### config.mk
export PLATFORM = sky130hd
export DESIGN_NAME = bootctrl_multi
export DESIGN_NICKNAME = d
export VERILOG_FILES = /design/src/rtl/bootctrl_multi.sv
export SDC_FILE = /design/constraint.sdc
export NUM_CORES = 1
export LEC_CHECK = 0
export CAP_MARGIN = 20
export CORE_AREA = 2 2 307 309
export CTS_CLUSTER_SIZE = 8
export DETAILED_ROUTE_END_ITERATION = 16
export DIE_AREA = 0 0 309 311
export GPL_ROUTABILITY_DRIVEN = 0
export PLACE_DENSITY = 0.5
export SLEW_MARGIN = 40
export SYNTH_ARGS = -nofsm -noshare
export SYNTH_HDL_FRONTEND = slang
export SYNTH_SLANG_ARGS = --single-unit
export TNS_END_PERCENT = 1
### constraint.sdc
create_clock -name ACLK -period 39.2 [get_ports ACLK]
set_input_delay 7.84 -clock ACLK [delete_from_list [all_inputs] [get_ports ACLK]]
set_output_delay 7.84 -clock ACLK [all_outputs]
set_load 0.05 [all_outputs]
### src/rtl/bootctrl_multi.sv
`default_nettype none
// ============================================================================
// Module  : bootctrl_multi
// Brief   : Multi-hart boot controller. Per-hart reset sequencing with
//           latched entry PC / DRAM base, per-hart watchdog, register window
//           on a simple regbus and a registered debug PC tap.
// Revision: 1.0 - initial release
// ============================================================================
module bootctrl_multi #(
  parameter int          NUM_HARTS  = 2,
  parameter logic [15:0] BASE_ADDR  = 16'h1000,
  parameter int          RST_CYCLES = 16
) (
  input  logic                      ACLK,
  input  logic                      ARESET,
  input  logic [15:0]               WRADDR,
  input  logic [3:0]                BYTEEN,
  input  logic                      WREN,
  input  logic [31:0]               WDATA,
  input  logic [15:0]               RDADDR,
  input  logic                      RDEN,
  output logic [31:0]               RDATA,
  input  logic [32*NUM_HARTS-1:0]   hart_last_pc,
  output logic [NUM_HARTS-1:0]      hart_rst,
  output logic [32*NUM_HARTS-1:0]   hart_entry_pc,
  output logic [32*NUM_HARTS-1:0]   hart_dram_base,
  output logic [31:0]               DEBUG
);

  typedef enum logic [1:0] {
    ST_HOLD     = 2'd0,
    ST_STARTING = 2'd1,
    ST_RUN      = 2'd2,
    ST_FAULT    = 2'd3
  } state_t;

  localparam logic [15:0] OFF_WDT   = 16'h0100;
  localparam logic [15:0] OFF_DBG   = 16'h0104;
  localparam logic [7:0]  CNT_INIT  = 8'(RST_CYCLES - 1);

  // Per-hart architectural state
  state_t                 state     [NUM_HARTS];
  logic [NUM_HARTS-1:0]   hold_reset;
  logic [31:0]            dram_base [NUM_HARTS];
  logic [31:0]            entry_pc  [NUM_HARTS];
  logic [31:0]            wdt_cnt   [NUM_HARTS];
  logic [31:0]            prev_pc   [NUM_HARTS];
  logic [7:0]             start_cnt [NUM_HARTS];

  // Global registers
  logic [31:0]            wdt_limit;
  logic [2:0]             debug_sel;

  // Window-relative offsets; addresses below the base wrap to large values
  // and therefore fall outside every decoded region.
  logic [15:0]            wr_off;
  logic [15:0]            rd_off;
  assign wr_off = WRADDR - BASE_ADDR;
  assign rd_off = RDADDR - BASE_ADDR;

  // Per-hart write strobes and FSM events
  logic [NUM_HARTS-1:0]   ctrl_wr;
  logic [NUM_HARTS-1:0]   dram_wr;
  logic [NUM_HARTS-1:0]   entry_wr;
  logic [NUM_HARTS-1:0]   start_p;
  logic [NUM_HARTS-1:0]   stop_p;
  logic [NUM_HARTS-1:0]   clr_p;
  logic [NUM_HARTS-1:0]   hold_next;
  logic [NUM_HARTS-1:0]   pc_chg;
  logic [NUM_HARTS-1:0]   wdt_trip;

  logic                   wdt_wr;
  logic                   sel_wr;
  logic [31:0]            rd_value;
  logic [31:0]            dbg_value;

  function automatic logic [31:0] byte_merge(input logic [31:0] old_v,
                                             input logic [31:0] new_v,
                                             input logic [3:0]  be);
    logic [31:0] r;
    r = old_v;
    for (int b = 0; b < 4; b++) begin
      if (be[b]) r[8*b +: 8] = new_v[8*b +: 8];
    end
    return r;
  endfunction

  // Decode writes into per-hart strobes and derive FSM events for this cycle
  always_comb begin
    ctrl_wr   = '0;
    dram_wr   = '0;
    entry_wr  = '0;
    start_p   = '0;
    stop_p    = '0;
    clr_p     = '0;
    hold_next = '0;
    pc_chg    = '0;
    wdt_trip  = '0;
    for (int h = 0; h < NUM_HARTS; h++) begin
      if (WREN && (wr_off[1:0] == 2'b00) && (wr_off[15:4] == 12'(h))) begin
        ctrl_wr[h]  = (wr_off[3:2] == 2'd1);
        dram_wr[h]  = (wr_off[3:2] == 2'd2);
        entry_wr[h] = (wr_off[3:2] == 2'd3);
      end
      start_p[h]   = ctrl_wr[h] & BYTEEN[0] & WDATA[1];
      stop_p[h]    = ctrl_wr[h] & BYTEEN[0] & WDATA[2];
      clr_p[h]     = ctrl_wr[h] & BYTEEN[0] & WDATA[3];
      // HOLD_RESET as it will be after this cycle's write
      hold_next[h] = (ctrl_wr[h] & BYTEEN[0]) ? WDATA[0] : hold_reset[h];
      pc_chg[h]    = (hart_last_pc[32*h +: 32] != prev_pc[h]);
      // Compare with >= so a limit lowered below a running count still trips
      wdt_trip[h]  = (wdt_limit != 32'd0) && (wdt_cnt[h] >= wdt_limit);
    end
  end

  assign wdt_wr = WREN && (wr_off == OFF_WDT);
  assign sel_wr = WREN && (wr_off == OFF_DBG) && BYTEEN[0];

  // Per-hart config registers, hart FSMs, watchdogs and latched boot outputs
  always_ff @(posedge ACLK or posedge ARESET) begin
    if (ARESET) begin
      for (int h = 0; h < NUM_HARTS; h++) begin
        state[h]     <= ST_HOLD;
        dram_base[h] <= '0;
        entry_pc[h]  <= '0;
        wdt_cnt[h]   <= '0;
        prev_pc[h]   <= '0;
        start_cnt[h] <= '0;
      end
      hold_reset     <= '1;
      hart_rst       <= '1;
      hart_entry_pc  <= '0;
      hart_dram_base <= '0;
    end else begin
      for (int h = 0; h < NUM_HARTS; h++) begin
        prev_pc[h]    <= hart_last_pc[32*h +: 32];
        hold_reset[h] <= hold_next[h];
        if (dram_wr[h])  dram_base[h] <= byte_merge(dram_base[h], WDATA, BYTEEN);
        if (entry_wr[h]) entry_pc[h]  <= byte_merge(entry_pc[h], WDATA, BYTEEN);

        // Watchdog: any PC movement restarts the count; RUN entry below overrides
        if (pc_chg[h]) begin
          wdt_cnt[h] <= '0;
        end else if ((state[h] == ST_RUN) && (wdt_cnt[h] != '1)) begin
          wdt_cnt[h] <= wdt_cnt[h] + 32'd1;
        end

        case (state[h])
          ST_HOLD: begin
            if (start_p[h] && !stop_p[h] && !hold_next[h]) begin
              state[h]                 <= ST_STARTING;
              start_cnt[h]             <= CNT_INIT;
              hart_entry_pc[32*h +: 32]  <= entry_pc[h];
              hart_dram_base[32*h +: 32] <= dram_base[h];
            end
          end
          ST_STARTING: begin
            if (stop_p[h] || hold_next[h]) begin
              state[h] <= ST_HOLD;
            end else if (start_cnt[h] == 8'd0) begin
              state[h]    <= ST_RUN;
              hart_rst[h] <= 1'b0;
              wdt_cnt[h]  <= '0;
            end else begin
              start_cnt[h] <= start_cnt[h] - 8'd1;
            end
          end
          ST_RUN: begin
            // STOP / HOLD_RESET take priority over a coincident watchdog trip
            if (stop_p[h] || hold_next[h]) begin
              state[h]    <= ST_HOLD;
              hart_rst[h] <= 1'b1;
            end else if (wdt_trip[h]) begin
              state[h]    <= ST_FAULT;
              hart_rst[h] <= 1'b1;
            end
          end
          ST_FAULT: begin
            if (clr_p[h]) state[h] <= ST_HOLD;
          end
          default: begin
            state[h]    <= ST_HOLD;
            hart_rst[h] <= 1'b1;
          end
        endcase
      end
    end
  end

  // Global registers: watchdog limit and debug hart selector
  always_ff @(posedge ACLK or posedge ARESET) begin
    if (ARESET) begin
      wdt_limit <= '0;
      debug_sel <= '0;
    end else begin
      if (wdt_wr) wdt_limit <= byte_merge(wdt_limit, WDATA, BYTEEN);
      if (sel_wr) debug_sel <= WDATA[2:0];
    end
  end

  // Read mux over pre-write register contents; unmapped offsets give zero
  always_comb begin
    rd_value = '0;
    if (rd_off[1:0] == 2'b00) begin
      if (rd_off == OFF_WDT) rd_value = wdt_limit;
      if (rd_off == OFF_DBG) rd_value = {29'b0, debug_sel};
      for (int h = 0; h < NUM_HARTS; h++) begin
        if (rd_off[15:4] == 12'(h)) begin
          case (rd_off[3:2])
            2'd0:    rd_value = {27'b0, state[h], (state[h] == ST_FAULT),
                                 hold_reset[h], (state[h] == ST_RUN)};
            2'd1:    rd_value = {31'b0, hold_reset[h]};
            2'd2:    rd_value = dram_base[h];
            default: rd_value = entry_pc[h];
          endcase
        end
      end
    end
  end

  // Read data register: captures on RDEN, otherwise holds
  always_ff @(posedge ACLK or posedge ARESET) begin
    if (ARESET) begin
      RDATA <= '0;
    end else if (RDEN) begin
      RDATA <= rd_value;
    end
  end

  // Select the debug hart's PC; selectors past the last hart give zero
  always_comb begin
    dbg_value = '0;
    for (int h = 0; h < NUM_HARTS; h++) begin
      if (debug_sel == 3'(h)) dbg_value = hart_last_pc[32*h +: 32];
    end
  end

  // Registered debug PC output
  always_ff @(posedge ACLK or posedge ARESET) begin
    if (ARESET) begin
      DEBUG <= '0;
    end else begin
      DEBUG <= dbg_value;
    end
  end

endmodule
`default_nettype wire

After elaboration in Yosys (flattened, before gate mapping)
Cells that the tools add are included.
{"block": "totals", "wordCells": 212, "input_bits": 136, "out_inout_bits": 194, "regBits": 507}
{"block": "op_classes", "eq_ne": 36, "addsub": 6, "n_mux": 59, "reduce_logical": 63, "order_cmp": 2, "bitwise_logic": 8}
{"operator": "$mux W32", "n": 17}
{"operator": "$pmux W32 S3", "n": 2}
{"operator": "$add A32 B1 Y32 const B", "n": 2}
{"operator": "$eq A16 B9 Y1 const B", "n": 4}
{"operator": "$ge A32 B32 Y1", "n": 2}
{"operator": "$ne A32 B32 Y1", "n": 2}
{"operator": "$ne A32 B32 Y1 const B", "n": 2}
{"operator": "$mux W8", "n": 6}
{"operator": "$reduce_and A2 Y1", "n": 22}
{"operator": "$pmux W8 S2", "n": 2}
{"operator": "$reduce_bool A32 Y1", "n": 1}
{"operator": "$sub A16 B13 Y16 const B", "n": 2}
{"operator": "$eq A12 B1 Y1 const B", "n": 2}
{"operator": "$logic_not A12 Y1", "n": 2}
{"operator": "$mux W2", "n": 12}
{"operator": "$reduce_and A4 Y1", "n": 6}
{"operator": "$ne A2 B2 Y1 const B", "n": 10}
{"operator": "$logic_not A8 Y1", "n": 2}
{"operator": "$mux W1", "n": 16}
{"operator": "$pmux W2 S4", "n": 2}
{"operator": "$sub A8 B1 Y8 const B", "n": 2}
{"operator": "$eq A2 B2 Y1 const B", "n": 7}
{"operator": "$logic_and A1 B1 Y1", "n": 14}
{"operator": "$logic_not A2 Y1", "n": 5}
{"operator": "other kinds (10)", "n": 30}

Longest topological paths before layout
{"block": "logic_depth", "depth_word": 12, "mapped_depth": 10, "mapped_depth_nobuf": 9}

Worst setup path after synthesis
Ideal clock, no wire load.
{"block": "synth_path", "path_kind": "input to register", "startpoint": "input port WRADDR[5]", "endpoint": "register wdt_cnt[53] in the netlist's numbering", "setup_time_ps": 132, "path_slack_ps": 29210, "arrival_time_ps": 9858, "n_path_buf": 1, "stages": 8, "path_cell_list": "nor4b_4 > nand4_4 > nor3b_2 > mux2_2 > nor3_1 > a211o_1 > buf_1 > nor2_1"}
{"block": "synth_between", "elab_chain_len": 9, "elab_cells_between_ends": 10, "classes_between": "add/sub: 1; mux: 4; bitwise: 2; reduce/logical: 3"}
{"item": "start: declaration", "line_no": "16", "source": "input logic [15:0] WRADDR,"}
{"item": "$sub A16 B13 Y16 *", "line_no": "58", "source": "assign wr_off = WRADDR - BASE_ADDR;"}
{"item": "$logic_not A12 Y1 *", "line_no": "100", "source": "if (WREN && (wr_off[1:0] == 2'b00) && (wr_off[15:4] == 12'(h))) begin"}
{"item": "$logic_and A1 B1 Y1 *", "line_no": "100"}
{"item": "$mux W1 *", "line_no": "100"}
{"item": "$and A1 B1 Y1 *", "line_no": "106, 109"}
{"item": "$and A1 B1 Y1 / $mux W1 (equally long branches)", "line_no": "106, 109"}
{"item": "$logic_or A1 B1 Y1 *", "line_no": "158", "source": "if (stop_p[h] || hold_next[h]) begin"}
{"item": "$mux W32 *", "line_no": "158"}
{"item": "$mux W32 *", "line_no": "148", "source": "case (state[h])"}
{"item": "end signal: indexed assignment", "line_no": "145", "source": "wdt_cnt[h] <= wdt_cnt[h] + 32'd1;"}
{"item": "end: declaration", "line_no": "46", "source": "logic [31:0] wdt_cnt [NUM_HARTS];"}
Every way passes the cells marked *; elsewhere a longest branch is shown, timed or not.
A chain may end at the register's enable or synchronous reset.

Worst setup path in the final report
{"block": "layout_path", "startpoint": "input port WRADDR[5]", "endpoint": "register wdt_limit[0]"}
{"block": "layout_between", "elab_chain_len": 4}
{"item": "$sub A16 B13 Y16", "line_no": "58"}
{"item": "$eq A16 B9 Y1", "line_no": "116", "source": "assign wdt_wr = WREN && (wr_off == OFF_WDT);"}
{"item": "$logic_and A1 B1 Y1", "line_no": "116"}
{"item": "$reduce_and A2 Y1 (no line)"}
{"item": "end signal: assignment", "line_no": "196", "source": "if (wdt_wr) wdt_limit <= byte_merge(wdt_limit, WDATA, BYTEEN);"}
{"item": "end: declaration", "line_no": "51", "source": "logic [31:0] wdt_limit;"}
No other way between the ends.

==> summary.md <==
| Metric | Value |
|---|---|
| Crit path launch type | `primary input` |
| Crit Path Max Fanout | `15` |
| Slowest CP cell | `or4b_2` |
| DRC violations left | `0` |
| Top_reg_cell synth | `dfrtp_1` |
| Post-CTS Hold Fix Bufs | `0` |
| Vias/cell | `4.655` |
| CP Data Required Time | `39.68 ns` |
| Clk slew on worst S/H paths | `0.05 ns` |
| Post-synthesis area per instance | `11.48 sq um` |
| Cts repair resizes | `0` |
| Hold/Removal Path Class | `flip-flop to flip-flop` |
| VDD IR-drop max | `0.00003394 V` |
| Syn Std Cell Area | `0.02302 sq mm` |
| Critical path type | `primary input to flip-flop` |
| Min Tclk post-route | `10.62 ns` |
| Initial core utilization | `24.81%` |
| Total global-route track usage | `15.57%` |
| Outcome | `completed` |
| Row count | `112` |
| Total power draw | `0.001222 W` |
| Drt total wl | `75340 um` |
| Post-DP HPWL | `54700 um` |
| R2R cell count | `9` |
| Routed via count | `16840` |
| CTS tree | `built` |
| Remaining antenna violation count after routing | `0` |
| Area grow syn2layout | `29.76%` |
| Post-Syn Instances | `2005` |
| RSZ-0062 raised after global routing | `no` |
| Root Buffer | `clkbuf_16` |
| Most instantiated cells after synthesis | `dfrtp_1, nand2_1, mux2_2` |
| Hold Fails Final Rpt | `0` |
| Core box area | `0.09277 sq mm` |
| Layout cells sized above 1 | `15.72%` |
| Worst EP arrival | `11.10 ns` |
| Post-Route Setup TNS | `0 ns` |
| Die Footprint | `0.09610 sq mm` |
| P_leak | `13.54 nW` |
| Post-synth top area cell | `dfrtp_1` |
| Post-synthesis register bit count | `507` |
| Chip Width | `309 um` |
| CP top delay family | `simple AND/OR/NAND/NOR gates` |
| Slew @ Worst Pin | `0.8383 ns` |
| Vias in the first global route | `17730` |
| First-pass GRT wire length | `114000 um` |
| Hold path cells | `2` |
| # Post-CTS Setup Buffers | `0` |
| Max transition margin | `43.98%` |
| Initial DRT Pass Iterations | `5` |
| Clock Skew | `0.02936 ns` |
| YS warnings | `0` |
| Largest net degree at the start of global routing | `111` |
| Async SR Flop Fraction | `100.0%` |
| Post-route cell area | `0.02987 sq mm` |
| Iteration-0 DRC Markers | `1099` |
| # placed instances | `3524` |
| Max clock buf depth | `3` |
| WP buf/inv | `1` |
| Port buffer count | `329` |
| Synth top area share | `54.68%` |
| Max Clk Rate | `94.16 MHz` |
| Pwr Density | `40.91 mW/mm^2` |
| Grt total ovfl | `0` |
| Synth area leaders | `dfrtp_1, mux2_2, nand2_1` |
| Worst path depth | `7` |
| Syn_nets | `2213` |
| Setup crit end kind | `flip-flop` |
| Post-synthesis sequential area ratio | `55.14%` |
| Crit share post-route | `27.09%` |
| DP Area | `0.02781 sq mm` |
| Routed wire length per instance | `20.82 um` |
| H-tree depth | `3` |
| Slew Limit Fails | `0` |
| Cell Chain, Critical Path | `clkdlybuf4s50_1 > nor4b_4 > nand4_4 > or4b_2 > nor2_1 > and2_1 > mux2_2` |
| Clock Latency Late Sink | `0.60 ns` |
| Final setup vio count | `0` |
| Max Cap Violations | `0` |
| Most common cell in the netlist | `dfrtp_1` |
| Clk sinks | `507` |
| Critical Path Max Stage Delay | `0.69 ns` |
| I/O pins | `330` |
| TritonCTS Buffers | `73` |
| Synth cell types | `72` |
| Chip height | `311 um` |
| Nets | `2554` |
| Post-Layout Cell Count | `3618` |
| Initial antenna violation count | `9` |
| Number of synthesized flops with an enable pin | `0` |
-- placed cells by master, fill, tap and decap left out, drive strengths merged, types with 8 or more instances in the layout --
cell / count
nor3b: 8
mux2: 233
nand4: 37
ha: 72
clkbuf: 83
and2: 15
xnor2: 28
and4: 16
buf: 20
a21oi: 34
a221oi: 33
nor4: 37
clkdlybuf4s50: 328
dfrtp: 503
inv: 85
mux2i: 30
o21ai: 56
nand2: 284
and3: 17
nand3: 32
nor2: 126
a22o: 33
a21o: 9
nor3: 17
o22ai: 30
xor2: 105
-- through the flow --
step | setup WS [ns] | hold WS, ns | utilization [%]
global placement | 27.87 | 0.4604 | 29.91
detailed placement | 27.93 | 0.4600 | 29.98
global route | 28.45 | 0.4927 | 32.20
floorplan | 17.21 | 0.4520 | -
finish | 28.58 | 0.4650 | 32.20
CTS | 28.56 | 0.4703 | 32.14
-- cells by family after synthesis --
group	after synthesis	synth area share, %
xor gates and xnor gates	133	5.060
AOI/OAI and AO/OA	242	7.300
and+or+nand+nor	620	12.93
adders and majority gates	72	3.913
buffers and inverters	166	2.767
muxes	265	12.90
DFF	507	55.14
-- flip-flops by register name, summed over array words and instances (netlist names) --
register,flops
DEBUG,32
RDATA,32
debug_sel,3
dram_base,64
entry_pc,64
hart_dram_base,64
hart_entry_pc,64
hart_rst,2
hold_reset,2
prev_pc,64
start_cnt,16
state,4
wdt_cnt,64
wdt_limit,32
-- metal layers --
layer	GRT usage, %	share of wire (%)
met1	20.93	44
met2	24.79	47
met3	3.303	6.0
met4	5.218	2.7
met5	0	0.077
-- report_power, final --
part           switching [W]  internal [W]  leakage (nW)
Clock               0.000236      0.000339         0.975
Combinational      0.0000598     0.0000388          5.91
Sequential         0.0000115      0.000537          6.65
Total               0.000307      0.000915          13.5
-- worst paths after layout --
path / from / end / slack, ns
min in group asynchronous: ARESET / DEBUG[28] / 7.72
min: hart_dram_base[5] / hart_dram_base[5] / 0.46
max in group asynchronous: ARESET / entry_pc[44] / 29.66
min reg2reg: hart_dram_base[5] / hart_dram_base[5] / 0.46
max reg2reg: wdt_limit[9] / state[1] / 36.13
max: WRADDR[5] / wdt_limit[0] / 28.58
-- worst reg2reg max path, delay by kind of cell (launching register included) --
| kind | cells | cell delay (ns) |
|---|---|---|
| fa+ha+maj | 1 | 0.33 |
| mux | 1 | 0.31 |
| simple gates | 3 | 0.76 |
| buf+inv | 1 | 0.20 |
| compound gates | 3 | 0.79 |
| flops | 1 | 0.57 |
-- cell type report --
type	count	area, sq um
fill	9427	62900
clock inverter	6	123.9
multi-input combinational	1332	9753
antenna	4	10.01
inverter	84	327.8
sequential	507	12690
clock buffer	83	1886
tap	1254	1569
timing repair buffer	348	3508
(Power assumes the default switching activity.)
